===== src/rtl/setpoint_error_generator.sv =====
// setpoint_error_generator
//
// Ramps an internal position setpoint (desired_pos) toward an accepted target
// by at most STEP_LIMIT per tick, produces a saturated following error
// against the encoder position, and reports completion once the error has
// stayed inside SETTLE_BAND for SETTLE_TICKS consecutive ticks.
//
// Ports
//   clk              system clock, all state updates on its rising edge
//   reset            asynchronous, active-high reset
//   clk_100k_enable  one-clk tick strobe; ramp/settle/error updates use it
//   cmd_valid        new target offered
//   cmd_ready        target accepted this clk (high exactly in IDLE)
//   cmd_target       signed target position
//   abort            cancel the current move (ignored in IDLE)
//   actual_pos       signed encoder position
//   desired_pos      ramped setpoint
//   error_pos        desired_pos - actual_pos, saturated to +/-(2^31-1)
//   prev_error       error_pos from the previous tick
//   err_valid        one-clk pulse after each tick update
//   move_active      high in RAMP or SETTLE
//   move_done        one-clk pulse when a move completes
//
// state  | meaning
// -------+-------------------------------------------------------------
// IDLE   | waiting for a command; cmd_ready high
// RAMP   | stepping desired_pos toward target by STEP_LIMIT per tick
// SETTLE | desired_pos at target; counting consecutive in-band ticks

module setpoint_error_generator #(
    parameter logic signed [31:0] STEP_LIMIT   = 32'sd50,
    parameter logic signed [31:0] SETTLE_BAND  = 32'sd100,
    parameter logic        [7:0]  SETTLE_TICKS = 8'd20
) (
    input  logic               clk,
    input  logic               reset,
    input  logic               clk_100k_enable,
    input  logic               cmd_valid,
    output logic               cmd_ready,
    input  logic signed [31:0] cmd_target,
    input  logic               abort,
    input  logic signed [31:0] actual_pos,
    output logic signed [31:0] desired_pos,
    output logic signed [31:0] error_pos,
    output logic signed [31:0] prev_error,
    output logic               err_valid,
    output logic               move_active,
    output logic               move_done
);

    typedef enum logic [1:0] {
        IDLE   = 2'd0,
        RAMP   = 2'd1,
        SETTLE = 2'd2
    } state_t;

    // Wide copies of the limits so the magnitude compares never wrap,
    // even when a difference involves -2^31.
    localparam logic signed [33:0] STEP_X = 34'(STEP_LIMIT);
    localparam logic signed [32:0] BAND_X = 33'(SETTLE_BAND);
    localparam logic signed [32:0] SAT_HI = 33'sd2147483647;
    localparam logic signed [32:0] SAT_LO = -33'sd2147483647;

    state_t             state;
    state_t             state_nxt;
    logic signed [31:0] target;
    logic signed [31:0] target_nxt;
    logic signed [31:0] desired_nxt;
    logic signed [31:0] error_nxt;
    logic        [7:0]  settle_cnt;
    logic        [7:0]  cnt_nxt;
    logic        [7:0]  cnt_inc;
    logic               done_nxt;
    logic signed [33:0] diff;
    logic signed [33:0] diff_abs;
    logic signed [32:0] err_raw;
    logic signed [32:0] err_abs;

    assign cmd_ready   = (state == IDLE);
    assign move_active = (state != IDLE);

    // Arithmetic shared by the FSM and the error pipeline. The error uses
    // desired_pos before this tick's ramp step.
    always_comb begin
        diff     = 34'(target) - 34'(desired_pos);
        diff_abs = diff[33] ? -diff : diff;
        err_raw  = 33'(desired_pos) - 33'(actual_pos);
        if (err_raw > SAT_HI) begin
            error_nxt = 32'sh7FFF_FFFF;
        end else if (err_raw < SAT_LO) begin
            error_nxt = 32'sh8000_0001;
        end else begin
            error_nxt = err_raw[31:0];
        end
        err_abs = error_nxt[31] ? -33'(error_nxt) : 33'(error_nxt);
        cnt_inc = settle_cnt + 8'd1;
    end

    always_ff @(posedge clk or posedge reset) begin
        if (reset) begin
            state <= IDLE;
        end else begin
            state <= state_nxt;
        end
    end

    always_comb begin
        state_nxt   = state;
        target_nxt  = target;
        desired_nxt = desired_pos;
        cnt_nxt     = settle_cnt;
        done_nxt    = 1'b0;
        case (state)
            IDLE: begin
                // Command acceptance is not tick-gated; abort is ignored here.
                if (cmd_valid) begin
                    target_nxt = cmd_target;
                    state_nxt  = RAMP;
                end
            end
            RAMP: begin
                if (abort) begin
                    cnt_nxt   = 8'd0;
                    state_nxt = IDLE;
                end else if (clk_100k_enable) begin
                    if (diff_abs <= STEP_X) begin
                        desired_nxt = target;
                        state_nxt   = SETTLE;
                    end else if (!diff[33]) begin
                        desired_nxt = desired_pos + STEP_LIMIT;
                    end else begin
                        desired_nxt = desired_pos - STEP_LIMIT;
                    end
                end
            end
            SETTLE: begin
                if (abort) begin
                    cnt_nxt   = 8'd0;
                    state_nxt = IDLE;
                end else if (clk_100k_enable) begin
                    if (err_abs <= BAND_X) begin
                        if (cnt_inc >= SETTLE_TICKS) begin
                            cnt_nxt   = 8'd0;
                            done_nxt  = 1'b1;
                            state_nxt = IDLE;
                        end else begin
                            cnt_nxt = cnt_inc;
                        end
                    end else begin
                        cnt_nxt = 8'd0;
                    end
                end
            end
            default: begin
                state_nxt = IDLE;
                cnt_nxt   = 8'd0;
            end
        endcase
    end

    always_ff @(posedge clk or posedge reset) begin
        if (reset) begin
            target      <= 32'sd0;
            desired_pos <= 32'sd0;
            settle_cnt  <= 8'd0;
            move_done   <= 1'b0;
            err_valid   <= 1'b0;
            error_pos   <= 32'sd0;
            prev_error  <= 32'sd0;
        end else begin
            target      <= target_nxt;
            desired_pos <= desired_nxt;
            settle_cnt  <= cnt_nxt;
            move_done   <= done_nxt;
            err_valid   <= clk_100k_enable;
            // The error pipeline runs on every tick, abort or not.
            if (clk_100k_enable) begin
                prev_error <= error_pos;
                error_pos  <= error_nxt;
            end
        end
    end

endmodule

===== config.mk =====
export PLATFORM = sky130hd
export DESIGN_NAME = setpoint_error_generator
export DESIGN_NICKNAME = d
export VERILOG_FILES = /design/src/rtl/setpoint_error_generator.sv
export SDC_FILE = /design/constraint.sdc
export NUM_CORES = 1
export LEC_CHECK = 0
export ABC_AREA = 1
export CAP_MARGIN = 20
export CORE_ASPECT_RATIO = 1.25
export CORE_MARGIN = 8
export CORE_UTILIZATION = 54
export CTS_CLUSTER_DIAMETER = 200
export CTS_CLUSTER_SIZE = 28
export DETAILED_ROUTE_END_ITERATION = 16
export HOLD_SLACK_MARGIN = 0.06
export PLACE_DENSITY = 0.74
export SYNTH_ARGS = -nofsm -noshare
export SYNTH_HDL_FRONTEND = slang
export SYNTH_SLANG_ARGS = --single-unit

===== constraint.sdc =====
create_clock -name clk -period 15 [get_ports clk]
set_clock_uncertainty 0.2 [all_clocks]
set_input_delay 1.5 -clock clk [delete_from_list [all_inputs] [get_ports clk]]
set_output_delay 1.5 -clock clk [all_outputs]
set_load 0.02 [all_outputs]

==> qor.yml, run 1 <==
maxCapViolCount: 0
htree_levels: 4
rows: 66
slew_headroom_pct: 28.8
globalRouteTotalUtil_pct: 29.0
cp_common_cell: "nand3_1"
io_pins: 169
io_buffers: 168
avgSynthCellArea_um2: 6.29
die-area_um2: 31500
required_ns: 15.07
syn_area_um2: 14100
insertion_delay_ns: 0.44
cpPeakStageDelay_ns: 0.50
async_reset_ff_share_pct: 100
cts_buffers: 17
cp_data_arrival_time_ns: 7.79
finalSetupViolations: 0
antenna_found_initial: 0
avgViaCountPerCell: 5.42
hold_path_class: "flip-flop to flip-flop"
place.gp.congestion: 0.984
ys_warn_count: 0
syn-num-nets: 2408
crit_type: "flip-flop to flip-flop"
synth.yosys.seq_area_share_pct: 24.9
clk_pin_slew_ns: 0.07
min_period_ns: 7.72
drc: 0
final.setup.tns_ns: 0
first_global_vias: 14766
dpl.hpwl_um: 38000
hold_viol: 0
cp-end-kind: "flip-flop"
final_nets: 2561
synthDistinctLibCells: 52
start_util_pct: 54.5
status: "finished clean"
via_count: 14886
dieHeight_um: 197
synth_top_flop_cell: "dfrtp_1"
syn_inst: 2239
routedLengthMet1_um: 17300
cp_slowest_cell: "buf_4"
wl_met3_um: 1940
grt_overflow: 0
finalCritPeriodShare_pct: 51.5
rsz0062_at_grt: "no"
routed_wl_um: 46700
clockBufferDepth: 2
grt_max_degree: 78
drt_iter0_drc: 790
cts-hold-fix-buffers: 0
cts_tree: "done"
critical_path_peak_fanout: 43
ys_seq_elements: 140
grt_pass1_wl_um: 73600
first_pass_iters: 5
cts_resized: 0
core_um2: 25800
post-cts-setup-buffer-count: 0
final_layout_size_suffix_gt1_share_pct: 6.40
die_x_um: 160
synth_edf_count: 0
route.met2.wl_um: 24700
startpoint_type: "flip-flop"
timing.reg2reg.setup_slack_ns: 7.28
cts.sinks: 140
tightest_slew_ns: 1.07
fmax_mhz: 129
syn_to_final_growth_pct: 18.4
dr.max_layer_used: "met4"
wire_per_inst_um: 17.0
drv_slew: 0
root_buffer: "clkbuf_16"
ant_nets: 0
num_antenna_cells: 0
-- worst max-delay path, delay by kind of cell, from the launching register on --
kind	cells	cell delay (ns)
buffers and inverters	3	0.94
DFF	1	0.49
AOI/OAI and AO/OA	15	3.51
xor gates and xnor gates	1	0.20
and+or+nand+nor	10	1.32
adders and majority gates	2	0.86
-- layout by cell type, fill, tap and decap left out, drive strengths merged, types with 6 or more instances in the layout --
| cell | Yosys | final |
|---|---|---|
| buf | 19 | 8 |
| mux2 | 29 | 29 |
| nand3b | 11 | 11 |
| clkdlybuf4s50 | 0 | 167 |
| nand4 | 34 | 34 |
| inv | 368 | 377 |
| a21boi | 8 | 8 |
| o211ai | 31 | 31 |
| nand3 | 129 | 129 |
| xor2 | 56 | 56 |
| o21bai | 6 | 6 |
| nor4 | 6 | 6 |
| xnor2 | 26 | 26 |
| nand2 | 750 | 750 |
| ha | 97 | 97 |
| o21ai | 125 | 125 |
| nor2 | 219 | 219 |
| nor3 | 24 | 24 |
| dfrtp | 140 | 140 |
| a21oi | 102 | 102 |
| clkbuf | 22 | 17 |
| clkinv | 4 | 7 |
-- state kept, by name, indices dropped and copies added, names as in the netlist --
register	flops
desired_pos	32
error_pos	32
prev_error	32
target	32
settle_cnt	8
state	2
err_valid	1
move_done	1
-- Yosys cell counts (21+ instances only) --
| library cell | n | area share [%] |
|---|---|---|
| nor2_1 | 197 | 5.3 |
| dfrtp_1 | 140 | 25 |
| nand4_1 | 34 | 1.5 |
| nand2_1 | 727 | 19 |
| nand2_2 | 21 | 0.93 |
| o21ai_0 | 100 | 3.6 |
| nor3_1 | 23 | 0.82 |
| a21oi_1 | 94 | 3.3 |
| mux2_2 | 29 | 2.3 |
| xnor2_1 | 26 | 1.6 |
| nand3_1 | 128 | 4.6 |
| o21ai_1 | 22 | 0.78 |
| inv_1 | 349 | 9.3 |
| clkbuf_1 | 22 | 0.59 |
| ha_1 | 97 | 8.6 |
| xor2_1 | 55 | 3.4 |
| o211ai_1 | 31 | 1.7 |
-- worst paths after layout --
| kind | from | end | depth (start not counted) |
|---|---|---|---|
| max | desired_pos[1] | desired_pos[27] | 31 |
| min | prev_error[26] | prev_error[26] | 2 |
| max reg2reg | desired_pos[1] | desired_pos[27] | 31 |
| min reg2reg | prev_error[26] | prev_error[26] | 2 |
| max in group asynchronous | reset | error_pos[3] | 3 |
| min in group asynchronous | reset | desired_pos[0] | 2 |
-- stage by stage --
| stage | instance area (um^2) | setup WS, ns | instances | hold slack, ns | utilization, % |
|---|---|---|---|---|---|
| finish | 16700 | 7.28 | 2745 | 0.270 | 64.5 |
| global route | 16700 | 6.82 | 2745 | 0.304 | 64.5 |
| CTS | 16700 | 7.34 | 2745 | 0.274 | 64.5 |
| detailed placement | 16000 | 7.40 | 2713 | 0.258 | 62.0 |
| global placement | 16000 | 7.60 | 2713 | 0.254 | 62.0 |
| floorplan | 14100 | 8.88 | 2239 | 0.259 | - |
-- area by class of cell --
class                   count  area, um^2
clock inverters            15         216
clock buffers              17         425
flip-flops and latches    140        3500
inverters                 372        1400
multi-input cells        1686        8960
repair buffers            175        1730
well taps                 340         425
fillers                  2432        9180
-- per-layer routing --
layer	GRT usage [%]	vias to the layer above
met4	17.0	0
met2	56.1	455
met3	4.51	147
met1	28.6	6865
li1	-	7419
met5	0	-
-- kinds of logic (layout without fill, tap and decap cells) --
| group | count (synthesis) | after routing | share of synthesized area (%) |
|---|---|---|---|
| AO/OA/AOI/OAI | 293 | 293 | 11.9 |
| XOR/XNOR | 82 | 82 | 5.24 |
| adder cells (fa/ha/maj) | 100 | 100 | 9.05 |
| buffers and inverters | 413 | 579 | 11.4 |
| flip-flops | 140 | 140 | 24.9 |
| multiplexers | 29 | 29 | 2.32 |
| AND/OR/NAND/NOR | 1182 | 1182 | 35.2 |
Power of run 1 is left out: the tool's default activity adds up to more than one toggle a clock period on the data nets, which glitch-free logic cannot reach.
==> run 2, diff against run 1 <==
clock period = 8 ns   (was 15 ns; I/O delays follow)
==> run 2 against run 1 <==
Against the previous run: global-route usage grew 0.91 points; critical path type unchanged; core utilization up 0.17 points; first-iteration DRC count grew 24%; cell count hardly changed; non-clock buffer count grew 2; critical path depth is the same; critical endpoint unchanged.
==> qor.yml, run 2 (synthesis results as in run 1) <==
root_buffer: "clkbuf_16"
dpl.hpwl_um: 38100  # +0.31%
cp_slowest_cell: "fa_1"
whs_path_depth: 2  # unchanged
fin_util_pct: 64.7  # +0.17 points
cts-hold-fix-buffers: 0  # unchanged
hold_path_class: "flip-flop to flip-flop"
hold_viol: 0  # unchanged
final_layout_size_suffix_gt1_share_pct: 6.48  # +0.078 points
die_x_um: 160  # unchanged
via_count: 14920  # +0.23%
final_cell_mix: "nand2_1, inv_1, nor2_1, clkdlybuf4s50_1, dfrtp_1"
status: "finished clean"
grt_pass1_wl_um: 75800  # +2.9%
syn_to_final_growth_pct: 18.7
clk_pin_slew_ns: 0.07  # about the same
globalRouteTotalUtil_pct: 29.9  # +0.91 points
finalCritPeriodShare_pct: 87.3  # +36 points
rsz0062_at_grt: "no"
ant_nets: 0  # unchanged
avgViaCountPerCell: 5.43  # +0.16%
clockBufferDepth: 2  # unchanged
rr_worst_depth: 31  # unchanged
final_nets: 2563  # +0.078%
htree_levels: 4  # unchanged
holdPathEnd: "prev_error[9]"
insertion_delay_ns: 0.44  # about the same
rr_endpoint: "desired_pos[27]"
tightest_slew_ns: 1.02  # -0.0429 ns
timing.reg2reg.setup_slack_ns: 1.02  # -6.26 ns
min_from: "prev_error[9]"
routed_wl_um: 47100  # +1.0%
antenna_found_initial: 0  # unchanged
grt_max_degree: 78  # unchanged
required_ns: 8.08  # -6.99 ns
min_period_ns: 6.98  # -0.742 ns
fmax_mhz: 143  # +11%
drt_iter0_drc: 980  # +24%
drc: 0  # unchanged
rows: 66  # unchanged
cp-end-kind: "flip-flop"
io_buffers: 168  # unchanged
cts_tree: "done"
maxCapViolCount: 0  # unchanged
grt_overflow: 0  # unchanged
place.gp.congestion: 1.03  # +5.0%
cp_data_arrival_time_ns: 7.06  # -0.73 ns
slew_headroom_pct: 31.7  # +2.9 points
final.setup.tns_ns: 0  # unchanged
first_pass_iters: 5  # unchanged
finalSetupViolations: 0  # unchanged
drv_slew: 0  # unchanged
r2r-start: "desired_pos[1]"
cts_buffers: 17  # unchanged
num_antenna_cells: 0  # unchanged
cpPeakStageDelay_ns: 0.48  # -0.02 ns
layout_commonest_cell: "nand2_1"
cts_resized: 0  # unchanged
core_um2: 25800  # unchanged
dieHeight_um: 197  # unchanged
post-cts-setup-buffer-count: 0  # unchanged
die-area_um2: 31500  # unchanged
first_global_vias: 15042  # +1.9%
startpoint_type: "flip-flop"
start_util_pct: 54.5  # unchanged
critical_path_peak_fanout: 19  # -56%
crit_type: "flip-flop to flip-flop"
io_pins: 169  # unchanged
cts.sinks: 140  # unchanged
cp_common_cell: "nand3_1"
wire_per_inst_um: 17.2  # +0.95%
-- run 2: area by class of cell --
| cell class | instances | area (um^2) |
|---|---|---|
| clock buffer | 17 | 425 |
| clock inverter | 15 | 246 |
| fill | 2474 | 9140 |
| inverter | 372 | 1400 |
| multi-input combinational | 1686 | 8960 |
| sequential | 140 | 3500 |
| tap | 340 | 425 |
| timing repair buffer | 177 | 1740 |
-- run 2: layer usage --
layer,GRT usage [%],up-vias,routed length [um]
met1,30.1,6876,17400
met2,56.4,475,24700
met5,0,-,0
met3,5.24,145,2300
met4,18.3,0,2710
li1,-,7424,-
-- run 2: worst max path at each step --
stage	start	to	slack [ns]
floorplan	desired_pos[1]	desired_pos[28]	1.88
global placement	desired_pos[1]	desired_pos[28]	1.36
detailed placement	desired_pos[1]	desired_pos[27]	1.13
CTS	desired_pos[1]	desired_pos[27]	1.11
global route	desired_pos[1]	desired_pos[28]	0.34
finish	desired_pos[1]	desired_pos[27]	1.02
-- run 2: through the flow --
stage	hold WS [ns]	worst slack, ns	instances	cell area, um^2
after CTS	0.279	1.11	2747	16700
final	0.275	1.02	2747	16700
after global routing	0.294	0.342	2747	16700
after global placement	0.254	1.36	2715	16000
after floorplan	0.259	1.88	2239	14100
after detailed placement	0.261	1.13	2715	16000
-- run 2: critical path: cells and delay by family (launching register included) --
kind | cells | cell delay [ns]
fa+ha+maj | 2 | 0.80
compound gates | 16 | 3.48
flops | 1 | 0.46
buf+inv | 2 | 0.51
simple gates | 10 | 1.16
xor+xnor | 1 | 0.17
Power of run 2 is left out for the same reason.
==> run 3, diff against run 2 <==
PLACE_DENSITY = 0.76   (was 0.74)
==> run 3 against run 2 <==
Against the previous run: routed wire length fell by 2.6%; count of clock-buffer cells in the layout unchanged; highest routed layer unchanged; register-to-register slack better by 0.14 ns; design area down 0.29%; cell count about the same; first-iteration DRC count down 11%; maximum frequency up 2.0%; via count decreased by 0.29%; sequential share of layout area grew 0.061 points; die area unchanged; largest cell class unchanged; critical path type unchanged.
==> qor.yml, run 3 (synthesis results as in run 1) <==
cts_resized: 0  # unchanged
finalSetupViolations: 0  # unchanged
dpl.hpwl_um: 37200  # -2.5%
cpPeakStageDelay_ns: 0.48  # about the same
syn_to_final_growth_pct: 18.4
insertion_delay_ns: 0.46  # +0.02 ns
cp_common_cell: "nand3_1"
min_period_ns: 6.84  # -0.139 ns
cp_slowest_cell: "fa_1"
final_cell_mix: "nand2_1, inv_1, nor2_1, clkdlybuf4s50_1, dfrtp_1"
startpoint_type: "flip-flop"
cts_buffers: 17  # unchanged
via_count: 14877  # -0.29%
grt_max_degree: 84  # +7.7%
drt_iter0_drc: 872  # -11%
start_util_pct: 54.5  # unchanged
final_nets: 2564  # +0.039%
cp-end-kind: "flip-flop"
core_um2: 25800  # unchanged
io_buffers: 168  # unchanged
first_global_vias: 14702  # -2.3%
num_antenna_cells: 0  # unchanged
io_pins: 169  # unchanged
post-cts-setup-buffer-count: 0  # unchanged
rr_worst_depth: 35  # +13%
final_layout_size_suffix_gt1_share_pct: 6.52  # +0.039 points
htree_levels: 4  # unchanged
required_ns: 8.19  # +0.11 ns
rsz0062_at_grt: "no"
crit_type: "flip-flop to flip-flop"
cp_data_arrival_time_ns: 7.03  # -0.03 ns
first_pass_iters: 5  # unchanged
slew_headroom_pct: 31.2  # -0.49 points
ant_nets: 0  # unchanged
clk_pin_slew_ns: 0.08  # about the same
drv_slew: 0  # unchanged
maxCapViolCount: 0  # unchanged
final.setup.tns_ns: 0  # unchanged
die_x_um: 160  # unchanged
cts_tree: "done"
grt_overflow: 0  # unchanged
clockBufferDepth: 2  # unchanged
grt_pass1_wl_um: 73700  # -2.7%
finalCritPeriodShare_pct: 85.5  # -1.7 points
status: "finished clean"
layout_commonest_cell: "nand2_1"
tightest_slew_ns: 1.03  # +0.00727 ns
timing.reg2reg.setup_slack_ns: 1.16  # +0.14 ns
wire_per_inst_um: 16.7  # -2.7%
fillCellCount: 2462  # -0.49%
place.gp.congestion: 1.01  # -2.2%
drc: 0  # unchanged
die-area_um2: 31500  # unchanged
fmax_mhz: 146  # +2.0%
root_buffer: "clkbuf_16"
cts-hold-fix-buffers: 0  # unchanged
cts.sinks: 140  # unchanged
routed_wl_um: 45900  # -2.6%
hold_viol: 0  # unchanged
whs_path_depth: 2  # unchanged
globalRouteTotalUtil_pct: 28.9  # -0.95 points
antenna_found_initial: 0  # unchanged
hold_path_class: "flip-flop to flip-flop"
avgViaCountPerCell: 5.41  # -0.32%
rows: 66  # unchanged
dieHeight_um: 197  # unchanged
critical_path_peak_fanout: 22  # +3
-- run 3: routing by layer --
metal,routed length [um],global-route usage [%],vias up
met2,23800,53.9,458
met5,0,0,-
met1,17200,29.9,6839
met3,2090,4.24,159
met4,2840,18.6,0
li1,-,-,7421
-- run 3: path summary, 6_finish.rpt --
path,from,end
min in group asynchronous,reset,error_pos[1]
min,prev_error[29],prev_error[29]
max in group asynchronous,reset,desired_pos[27]
max,desired_pos[1],desired_pos[28]
min reg2reg,prev_error[29],prev_error[29]
max reg2reg,desired_pos[1],desired_pos[28]
-- run 3: stage by stage --
step / hold slack, ns / cells / setup slack, ns / area [um^2] / util (%)
CTS: 0.276 / 2747 / 1.29 / 16600 / 64.4
global route: 0.293 / 2748 / 0.605 / 16700 / 64.5
global placement: 0.254 / 2715 / 1.49 / 16000 / 62.1
floorplan: 0.259 / 2239 / 1.88 / 14100 / -
finish: 0.273 / 2748 / 1.16 / 16700 / 64.5
detailed placement: 0.258 / 2715 / 1.34 / 16000 / 62.1
-- run 3: critical path: cells and delay by family (launching register included) --
family,cells,cell delay [ns]
compound gates,14,2.95
simple gates,18,2.00
fa+ha+maj,2,0.94
flops,1,0.47
buf+inv,1,0.18
-- run 3: layout make-up --
class | count | area, um^2 | share of cell area, %
inverters | 372 | 1400 | 8.41
well taps | 340 | 425 | 2.55
clock inverters | 15 | 178 | 1.07
repair buffers | 178 | 1760 | 10.6
multi-input cells | 1686 | 8960 | 53.8
flip-flops and latches | 140 | 3500 | 21.0
clock buffers | 17 | 425 | 2.55
Power of run 3 is left out for the same reason.
